File: src/rtl/fir_llki_ctrl_pkg.sv
// Shared types and constants for the FIR LLKI key controller.
package llki_ctrl_pkg;

  localparam int unsigned KEY_WORD_W = 64;

  typedef enum logic [1:0] {
    OP_NOP       = 2'd0,
    OP_LOAD_KEY  = 2'd1,
    OP_CLEAR_KEY = 2'd2,
    OP_RSVD      = 2'd3
  } llki_op_e;

  typedef enum logic [1:0] {
    RSP_OK      = 2'd0,
    RSP_ERR     = 2'd1,
    RSP_TIMEOUT = 2'd2
  } llki_status_e;

  typedef enum logic [1:0] {
    ST_LOCKED    = 2'd0,
    ST_LOADING   = 2'd1,
    ST_UNLOCKED  = 2'd2,
    ST_CLEARING  = 2'd3
  } llki_state_e;

endpackage

File: src/rtl/fir_llki_ctrl_if.sv
// Command/response channel of the FIR LLKI key controller.
interface fir_llki_ctrl_if;
  import llki_ctrl_pkg::*;

  logic                  cmd_valid;
  logic                  cmd_ready;
  logic [1:0]            cmd_op;
  logic [KEY_WORD_W-1:0] cmd_data;
  logic                  rsp_valid;
  logic [1:0]            rsp_status;

  modport master (
    output cmd_valid, cmd_op, cmd_data,
    input  cmd_ready, rsp_valid, rsp_status
  );

  modport slave (
    input  cmd_valid, cmd_op, cmd_data,
    output cmd_ready, rsp_valid, rsp_status
  );

endinterface

File: src/rtl/fir_llki_keyreg.sv
// Key storage: indexed word write and one-word-per-cycle clear.
// Word 0 is presented in the most significant bits of o_key.
module fir_llki_keyreg
  import llki_ctrl_pkg::*;
#(
  parameter int unsigned KEY_WORDS = 2,
  parameter int unsigned IDX_W     = 2
) (
  input  logic                            clk,
  input  logic                            rst_n,
  input  logic                            i_wr_en,
  input  logic                            i_clr_en,
  input  logic [IDX_W-1:0]                i_idx,
  input  logic [KEY_WORD_W-1:0]           i_wr_data,
  output logic [KEY_WORD_W*KEY_WORDS-1:0] o_key
);

  logic [KEY_WORD_W-1:0] r_words [KEY_WORDS];

  // Write or zero the addressed word; clear wins if both are requested.
  always_ff @(posedge clk or negedge rst_n) begin
    if (!rst_n) begin
      for (int i = 0; i < KEY_WORDS; i++) r_words[i] <= '0;
    end else begin
      for (int i = 0; i < KEY_WORDS; i++) begin
        if (i_idx == IDX_W'(i)) begin
          if (i_clr_en)     r_words[i] <= '0;
          else if (i_wr_en) r_words[i] <= i_wr_data;
        end
      end
    end
  end

  for (genvar g = 0; g < KEY_WORDS; g++) begin : g_pack
    assign o_key[KEY_WORD_W*(KEY_WORDS-g)-1 -: KEY_WORD_W] = r_words[g];
  end

endmodule

File: src/rtl/fir_llki_ctrl.sv
// FIR LLKI key controller: command FSM, sample gating and post-unlock flush.
// Optional feature: define FIR_LLKI_CTRL_TIMEOUT_EN to abort an idle key load
// after TIMEOUT_CYC cycles with a TIMEOUT response.
module fir_llki_ctrl
  import llki_ctrl_pkg::*;
#(
  parameter int unsigned KEY_WORDS   = 2,
  parameter int unsigned FLUSH_CYC   = 4,
  parameter int unsigned TIMEOUT_CYC = 1024
) (
  input  logic                            clk,
  input  logic                            rst_n,
  fir_llki_ctrl_if.slave                  bus,
  output logic [KEY_WORD_W*KEY_WORDS-1:0] o_key_out,
  output logic                            o_unlocked,
  input  logic [31:0]                     i_in_data,
  output logic [31:0]                     o_core_in_data,
  input  logic [31:0]                     i_core_out_data,
  output logic [31:0]                     o_out_data,
  output logic                            o_out_valid
);

  localparam int unsigned IDX_W = $clog2(KEY_WORDS + 1);
  localparam int unsigned FL_W  = (FLUSH_CYC > 0) ? $clog2(FLUSH_CYC + 1) : 1;

  localparam logic [1:0] S_LOCKED   = ST_LOCKED;
  localparam logic [1:0] S_LOADING  = ST_LOADING;
  localparam logic [1:0] S_UNLOCKED = ST_UNLOCKED;
  localparam logic [1:0] S_CLEARING = ST_CLEARING;

  logic [1:0]       r_state, w_state_nx;
  logic [IDX_W-1:0] r_widx, w_widx_nx;
  logic [FL_W-1:0]  r_flush;
  logic             r_rsp_valid, w_rsp_valid_nx;
  logic [1:0]       r_rsp_status, w_rsp_status_nx;
  logic             w_accept, w_last_word, w_wr_en, w_clr_en, w_flush_load;
  logic             w_timeout_hit;

  assign bus.cmd_ready  = (r_state != S_CLEARING);
  assign w_accept       = bus.cmd_valid && bus.cmd_ready;
  assign w_last_word    = (r_widx == IDX_W'(KEY_WORDS - 1));
  assign bus.rsp_valid  = r_rsp_valid;
  assign bus.rsp_status = r_rsp_status;

`ifdef FIR_LLKI_CTRL_TIMEOUT_EN
  localparam int unsigned TO_W = $clog2(TIMEOUT_CYC + 1);
  logic [TO_W-1:0] r_idle;

  // Count consecutive LOADING cycles without an accepted command.
  always_ff @(posedge clk or negedge rst_n) begin
    if (!rst_n)                             r_idle <= '0;
    else if (r_state != S_LOADING || w_accept) r_idle <= '0;
    else                                    r_idle <= r_idle + TO_W'(1);
  end

  assign w_timeout_hit = (r_state == S_LOADING) && !w_accept &&
                         (r_idle == TO_W'(TIMEOUT_CYC - 1));
`else
  assign w_timeout_hit = 1'b0 & (TIMEOUT_CYC != 0);
`endif

  // Next-state, word index, response and key-store strobes.
  always_comb begin
    w_state_nx      = r_state;
    w_widx_nx       = r_widx;
    w_rsp_valid_nx  = 1'b0;
    w_rsp_status_nx = RSP_OK;
    w_wr_en         = 1'b0;
    w_clr_en        = 1'b0;
    w_flush_load    = 1'b0;
    if (r_state == S_CLEARING) begin
      w_clr_en  = 1'b1;
      w_widx_nx = r_widx + IDX_W'(1);
      if (w_last_word) begin
        w_state_nx = S_LOCKED;
        w_widx_nx  = '0;
      end
    end else if (w_accept) begin
      w_rsp_valid_nx = 1'b1;
      case (bus.cmd_op)
        OP_LOAD_KEY: begin
          if (r_state == S_UNLOCKED) begin
            w_rsp_status_nx = RSP_ERR;
          end else begin
            w_wr_en   = 1'b1;
            w_widx_nx = r_widx + IDX_W'(1);
            if (w_last_word) begin
              w_state_nx   = S_UNLOCKED;
              w_flush_load = 1'b1;
            end else begin
              w_state_nx = S_LOADING;
            end
          end
        end
        OP_CLEAR_KEY: begin
          w_state_nx = S_CLEARING;
          w_widx_nx  = '0;
        end
        OP_NOP:  w_rsp_status_nx = RSP_OK;
        default: w_rsp_status_nx = RSP_ERR;
      endcase
    end else if (w_timeout_hit) begin
      w_rsp_valid_nx  = 1'b1;
      w_rsp_status_nx = RSP_TIMEOUT;
      w_state_nx      = S_CLEARING;
      w_widx_nx       = '0;
    end
  end

  // FSM state, word index and the one-cycle response pulse.
  always_ff @(posedge clk or negedge rst_n) begin
    if (!rst_n) begin
      r_state      <= S_LOCKED;
      r_widx       <= '0;
      r_rsp_valid  <= 1'b0;
      r_rsp_status <= RSP_OK;
    end else begin
      r_state      <= w_state_nx;
      r_widx       <= w_widx_nx;
      r_rsp_valid  <= w_rsp_valid_nx;
      r_rsp_status <= w_rsp_status_nx;
    end
  end

  // Flush counter masks FIR output for FLUSH_CYC cycles after unlock.
  always_ff @(posedge clk or negedge rst_n) begin
    if (!rst_n)                                   r_flush <= '0;
    else if (w_flush_load)                        r_flush <= FL_W'(FLUSH_CYC);
    else if (r_state == S_UNLOCKED && r_flush != '0) r_flush <= r_flush - FL_W'(1);
  end

  fir_llki_keyreg #(
    .KEY_WORDS (KEY_WORDS),
    .IDX_W     (IDX_W)
  ) u_keyreg (
    .clk       (clk),
    .rst_n     (rst_n),
    .i_wr_en   (w_wr_en),
    .i_clr_en  (w_clr_en),
    .i_idx     (r_widx),
    .i_wr_data (bus.cmd_data),
    .o_key     (o_key_out)
  );

  assign o_unlocked     = (r_state == S_UNLOCKED);
  assign o_core_in_data = o_unlocked ? i_in_data : 32'd0;
  assign o_out_valid    = o_unlocked && (r_flush == '0);
  assign o_out_data     = o_out_valid ? i_core_out_data : 32'd0;

endmodule

File: src/flat_wrapper.sv
// flat-port wrapper written by rule: the top's interface ports become plain ports
module fir_llki_ctrl_flat import llki_ctrl_pkg::*;
#(
  parameter int unsigned KEY_WORDS   = 2,
  parameter int unsigned FLUSH_CYC   = 4,
  parameter int unsigned TIMEOUT_CYC = 1024
)
  (clk, rst_n, o_key_out, o_unlocked, i_in_data, o_core_in_data, i_core_out_data, o_out_data, o_out_valid, bus_cmd_valid, bus_cmd_op, bus_cmd_data, bus_cmd_ready, bus_rsp_valid, bus_rsp_status);
  fir_llki_ctrl_if bus_i ();
  input  logic clk;
  input  logic rst_n;
  output logic [KEY_WORD_W*KEY_WORDS-1:0] o_key_out;
  output logic o_unlocked;
  input  logic [31:0] i_in_data;
  output logic [31:0] o_core_in_data;
  input  logic [31:0] i_core_out_data;
  output logic [31:0] o_out_data;
  output logic o_out_valid;
  input wire logic [$bits(bus_i.cmd_valid)-1:0] bus_cmd_valid;
  input wire logic [$bits(bus_i.cmd_op)-1:0] bus_cmd_op;
  input wire logic [$bits(bus_i.cmd_data)-1:0] bus_cmd_data;
  output wire logic [$bits(bus_i.cmd_ready)-1:0] bus_cmd_ready;
  output wire logic [$bits(bus_i.rsp_valid)-1:0] bus_rsp_valid;
  output wire logic [$bits(bus_i.rsp_status)-1:0] bus_rsp_status;
  assign bus_i.cmd_valid = bus_cmd_valid;
  assign bus_i.cmd_op = bus_cmd_op;
  assign bus_i.cmd_data = bus_cmd_data;
  assign bus_cmd_ready = bus_i.cmd_ready;
  assign bus_rsp_valid = bus_i.rsp_valid;
  assign bus_rsp_status = bus_i.rsp_status;
  fir_llki_ctrl #(.KEY_WORDS(KEY_WORDS), .FLUSH_CYC(FLUSH_CYC), .TIMEOUT_CYC(TIMEOUT_CYC)) u_core (.clk(clk), .rst_n(rst_n), .bus(bus_i), .o_key_out(o_key_out), .o_unlocked(o_unlocked), .i_in_data(i_in_data), .o_core_in_data(o_core_in_data), .i_core_out_data(i_core_out_data), .o_out_data(o_out_data), .o_out_valid(o_out_valid));
endmodule
File: config.mk
export PLATFORM = sky130hd
export DESIGN_NAME = fir_llki_ctrl_flat
export DESIGN_NICKNAME = d
export VERILOG_FILES = /design/src/rtl/fir_llki_ctrl_pkg.sv /design/src/rtl/fir_llki_ctrl_if.sv /design/src/rtl/fir_llki_keyreg.sv /design/src/rtl/fir_llki_ctrl.sv /design/src/flat_wrapper.sv
export SDC_FILE = /design/constraint.sdc
export NUM_CORES = 1
export LEC_CHECK = 0
export ABC_AREA = 1
export CAP_MARGIN = 0
export CORE_MARGIN = 5
export CORE_UTILIZATION = 35
export DETAILED_ROUTE_END_ITERATION = 12
export PLACE_DENSITY = 0.8
export SETUP_SLACK_MARGIN = 0.5
export SYNTH_ARGS = -nofsm -noshare
export SYNTH_HDL_FRONTEND = slang
export SYNTH_SLANG_ARGS = --single-unit
File: constraint.sdc
create_clock -name clk -period 2.1 [get_ports clk]
set_input_delay 0.21 -clock clk [delete_from_list [all_inputs] [get_ports clk]]
set_output_delay 0.21 -clock clk [all_outputs]
set_load 0.02 [all_outputs]
==> results by group <==
Timing
  – Achievable frequency: 504 MHz
  – Period utilisation layout: 94.5%
  – Final hold violation count: 0
  – Final setup TNS: 0 ns
  – Worst Skew: 0.00684 ns
  – Post-route minimum period: 1.98 ns
  – RSZ-0062 raised after global routing: yes
  – Setup violations, final: 0
  – Final Slew Violations: 0

Yosys
  – Post-synth cell types: 20
  – Synth Flop Type: dfrtp_1
  – Yosys warns: 0
  – Number of enable flip-flop cells after synthesis: 0
  – Synth Instances: 909
  – Avg Cell Area, Syn: 7.32 um^2
  – Most frequent cell after synthesis: nand2_1
  – Post-synth ARST share: 100%
  – Mapped cell area: 6660 um^2
  – Register area share after synthesis: 51.5%
  – Area leader, netlist: dfrtp_1
  – Top cells by count, synth: nand2_1 (352), inv_1 (145), dfrtp_1 (137)
  – Synth Net Count: 1050
  – Share of the synthesized area in the top cell type: 51.5%
  – Top cells by area, synth: dfrtp_1 (52%), nand2_1 (20%), inv_1 (8.2%), nor2_1 (7.5%), nand3_1 (5.4%)
  – Yosys reg bits: 137

Placement
  – Cell total after placement: 1445
  – Placer Congestion: 0.805
  – Dpl hpwl: 16300 um
  – DP Area: 10200 um^2
  – Number of port buffers: 329

Setup path
  – Setup crit end kind: output port
  – CP max stage cell: dfrtp_1
  – Max incr delay on CP: 0.38 ns
  – CP top delay family: buffers and inverters
  – Arrival time worst endpoint: 1.77 ns
  – Startpoint types: flop
  – Setup CP Type: reg2out
  – Most frequent CP cell: inv_2
  – Worst reg-to-reg setup slack: 0.56 ns
  – Req. time, crit path: 1.89 ns
  – Reg2reg path depth: 10
  – RR Startpoint: u_core.r_state[0]
  – Crit path max fanout: 8
  – Stages on worst setup path: 8
  – Worst R2R End: u_core.r_flush[2]
  – Buf/Inv on CP: 4
  – Worst path cell trace: inv_2 -> ha_4 -> inv_2 -> nor2_4 -> nand2_4 -> buf_6 -> nor2_1 -> buf_4

Clock network
  – TritonCTS clock tree: yes
  – Clock Path Buffers: 2
  – H-Tree Depth: 4
  – CTS Root Cell: clkbuf_16
  – CTS Buf Count: 17
  – Clock sinks: 137
  – Clock slew at reported path FFs: 0.06 ns
  – Clk Latency, worst-skew pair: 0.41 ns

Die
  – Initial Utilization: 35.6%
  – DIE AREA: 21900 um^2
  – Core ar.: 18700 um^2
  – Die W: 148 um
  – Row cnt: 50
  – Die Y: 148 um
  – Ports: 331

Layout
  – Final instance area: 12000 um^2
  – ANT cells: 0
  – Finished Core Util: 64.1%
  – Area Growth Syn to Fin: 80.1%
  – Final Instance Count excl. Fillers: 1501
  – Share of cells above drive strength 1: 17.1%
  – NumNets Final: 1395

Route
  – Drt first-iter violations: 237
  – Total iterations of the first detailed-routing run: 5
  – Via count: 6960
  – Antenna viol nets, final: 0
  – Routed wire length: 25000 um
  – Avg WL per Cell: 16.7 um
  – Vias/cell: 4.64
  – Remaining DRCs: 0

Global routing
  – Antenna violations before repair: 0
  – Total grt overflow: 0
  – First-pass GRT wire length: 35300 um
  – Vias in the first global route: 6657
  – Gr usage total: 20.2%
  – Largest net degree at the start of global routing: 63

Power and ir drop
  – Power per cell area: 1280 nW/um^2
  – Peak supply drop: 882 uV
  – LEAKAGE: 0.00786 uW

Flow run
  – MaxCap Viol Count: 0

Status
  – Status: finished, final reports clean

Hold path
  – Worst Hold Class: in2async
==> power by group <==
group	leakage (uW)	internal, uW	total, uW	switching [uW]
clock	0.000294	1880	3000	1110
combinational	0.00582	3210	7980	4770
sequential	0.00175	3750	4360	614
total	0.00786	8830	15300	6500
==> layout make-up <==
cell class | instances | area, um^2
Multi-Input combinational cell | 579 | 2860
Tap cell | 234 | 293
Sequential cell | 137 | 3430
Clock inverter | 9 | 113
Timing Repair Buffer | 372 | 4250
Fill cell | 1456 | 6720
Inverter | 147 | 559
Clock buffer | 23 | 488
==> layer usage <==
metal  track usage [%]  part of all wire (%)
met3              6.22                   8.3
met2              33.8                    50
met4              5.77                   2.4
met5                 0                     0
met1              25.2                    39
==> cell usage in the layout, fill, tap and decap left out, drive strengths merged, types with 2 or more instances in the layout <==
| cell | netlist | final |
|---|---|---|
| bufinv | 0 | 2 |
| clkinv | 0 | 5 |
| buf | 37 | 104 |
| nor2 | 134 | 134 |
| dlymetal6s2s | 0 | 129 |
| nand3 | 73 | 73 |
| dfrtp | 137 | 137 |
| inv | 147 | 148 |
| a21oi | 3 | 3 |
| nand2 | 358 | 358 |
| clkdlybuf4s50 | 0 | 133 |
| ha | 8 | 8 |
| clkbuf | 9 | 28 |
==> kinds of logic (layout without fill, tap and decap cells) <==
| logic type | count (synthesis) | in the layout | synth area share [%] |
|---|---|---|---|
| buffers and inverters | 193 | 551 | 12.6 |
| adder cells (fa/ha/maj) | 8 | 8 | 1.50 |
| AND/OR/NAND/NOR | 567 | 567 | 34.1 |
| flip-flops | 137 | 137 | 51.5 |
| AO/OA/AOI/OAI | 3 | 3 | 0.225 |
| other | 1 | 1 | 0.0563 |
==> registers in the layout, summed over array words and instances, names as in the netlist <==
signal and count:
u_core.r_widx 2, u_core.r_flush 3, u_core.bus.rsp_valid 1, u_core.bus.rsp_status 1, u_core.r_state 2, u_core.u_keyreg.o_key 128
==> per-stage QoR <==
step | worst slack, ns | hold slack [ns] | total power (uW)
after floorplan | 0.481 | -0.0856 | 8410
after global placement | 0.152 | 0.0701 | 11800
after detailed placement | 0.0930 | 0.0766 | 12000
after CTS | 0.120 | 0.201 | 15100
after global routing | 0.0656 | 0.215 | 16300
final | 0.116 | 0.218 | 15300
==> worst max-delay path by stage <==
| stage | to | slack (ns) | startpoint |
|---|---|---|---|
| 5_1_grt | o_out_data[4] | 0.07 | u_core.r_flush[0] |
| 4_1_cts | o_out_data[10] | 0.12 | u_core.r_flush[1] |
| 3_3_place_gp | o_out_data[21] | 0.15 | u_core.r_flush[0] |
| 6_report | o_out_data[4] | 0.12 | u_core.r_flush[0] |
| 2_1_floorplan | o_out_data[22] | 0.48 | u_core.r_state[1] |
| 3_5_place_dp | o_out_data[26] | 0.09 | u_core.r_flush[0] |
==> repair_timing <==
action,CTS,global route
pin swaps,0,3
hold endpoints to repair,137,0
resized for setup,304,355
endpoints found under the setup margin,268,311
cloned,1,6
setup buffers,1,15
hold buffers,1,0
Note: power is estimated with default switching activity, not from simulation.
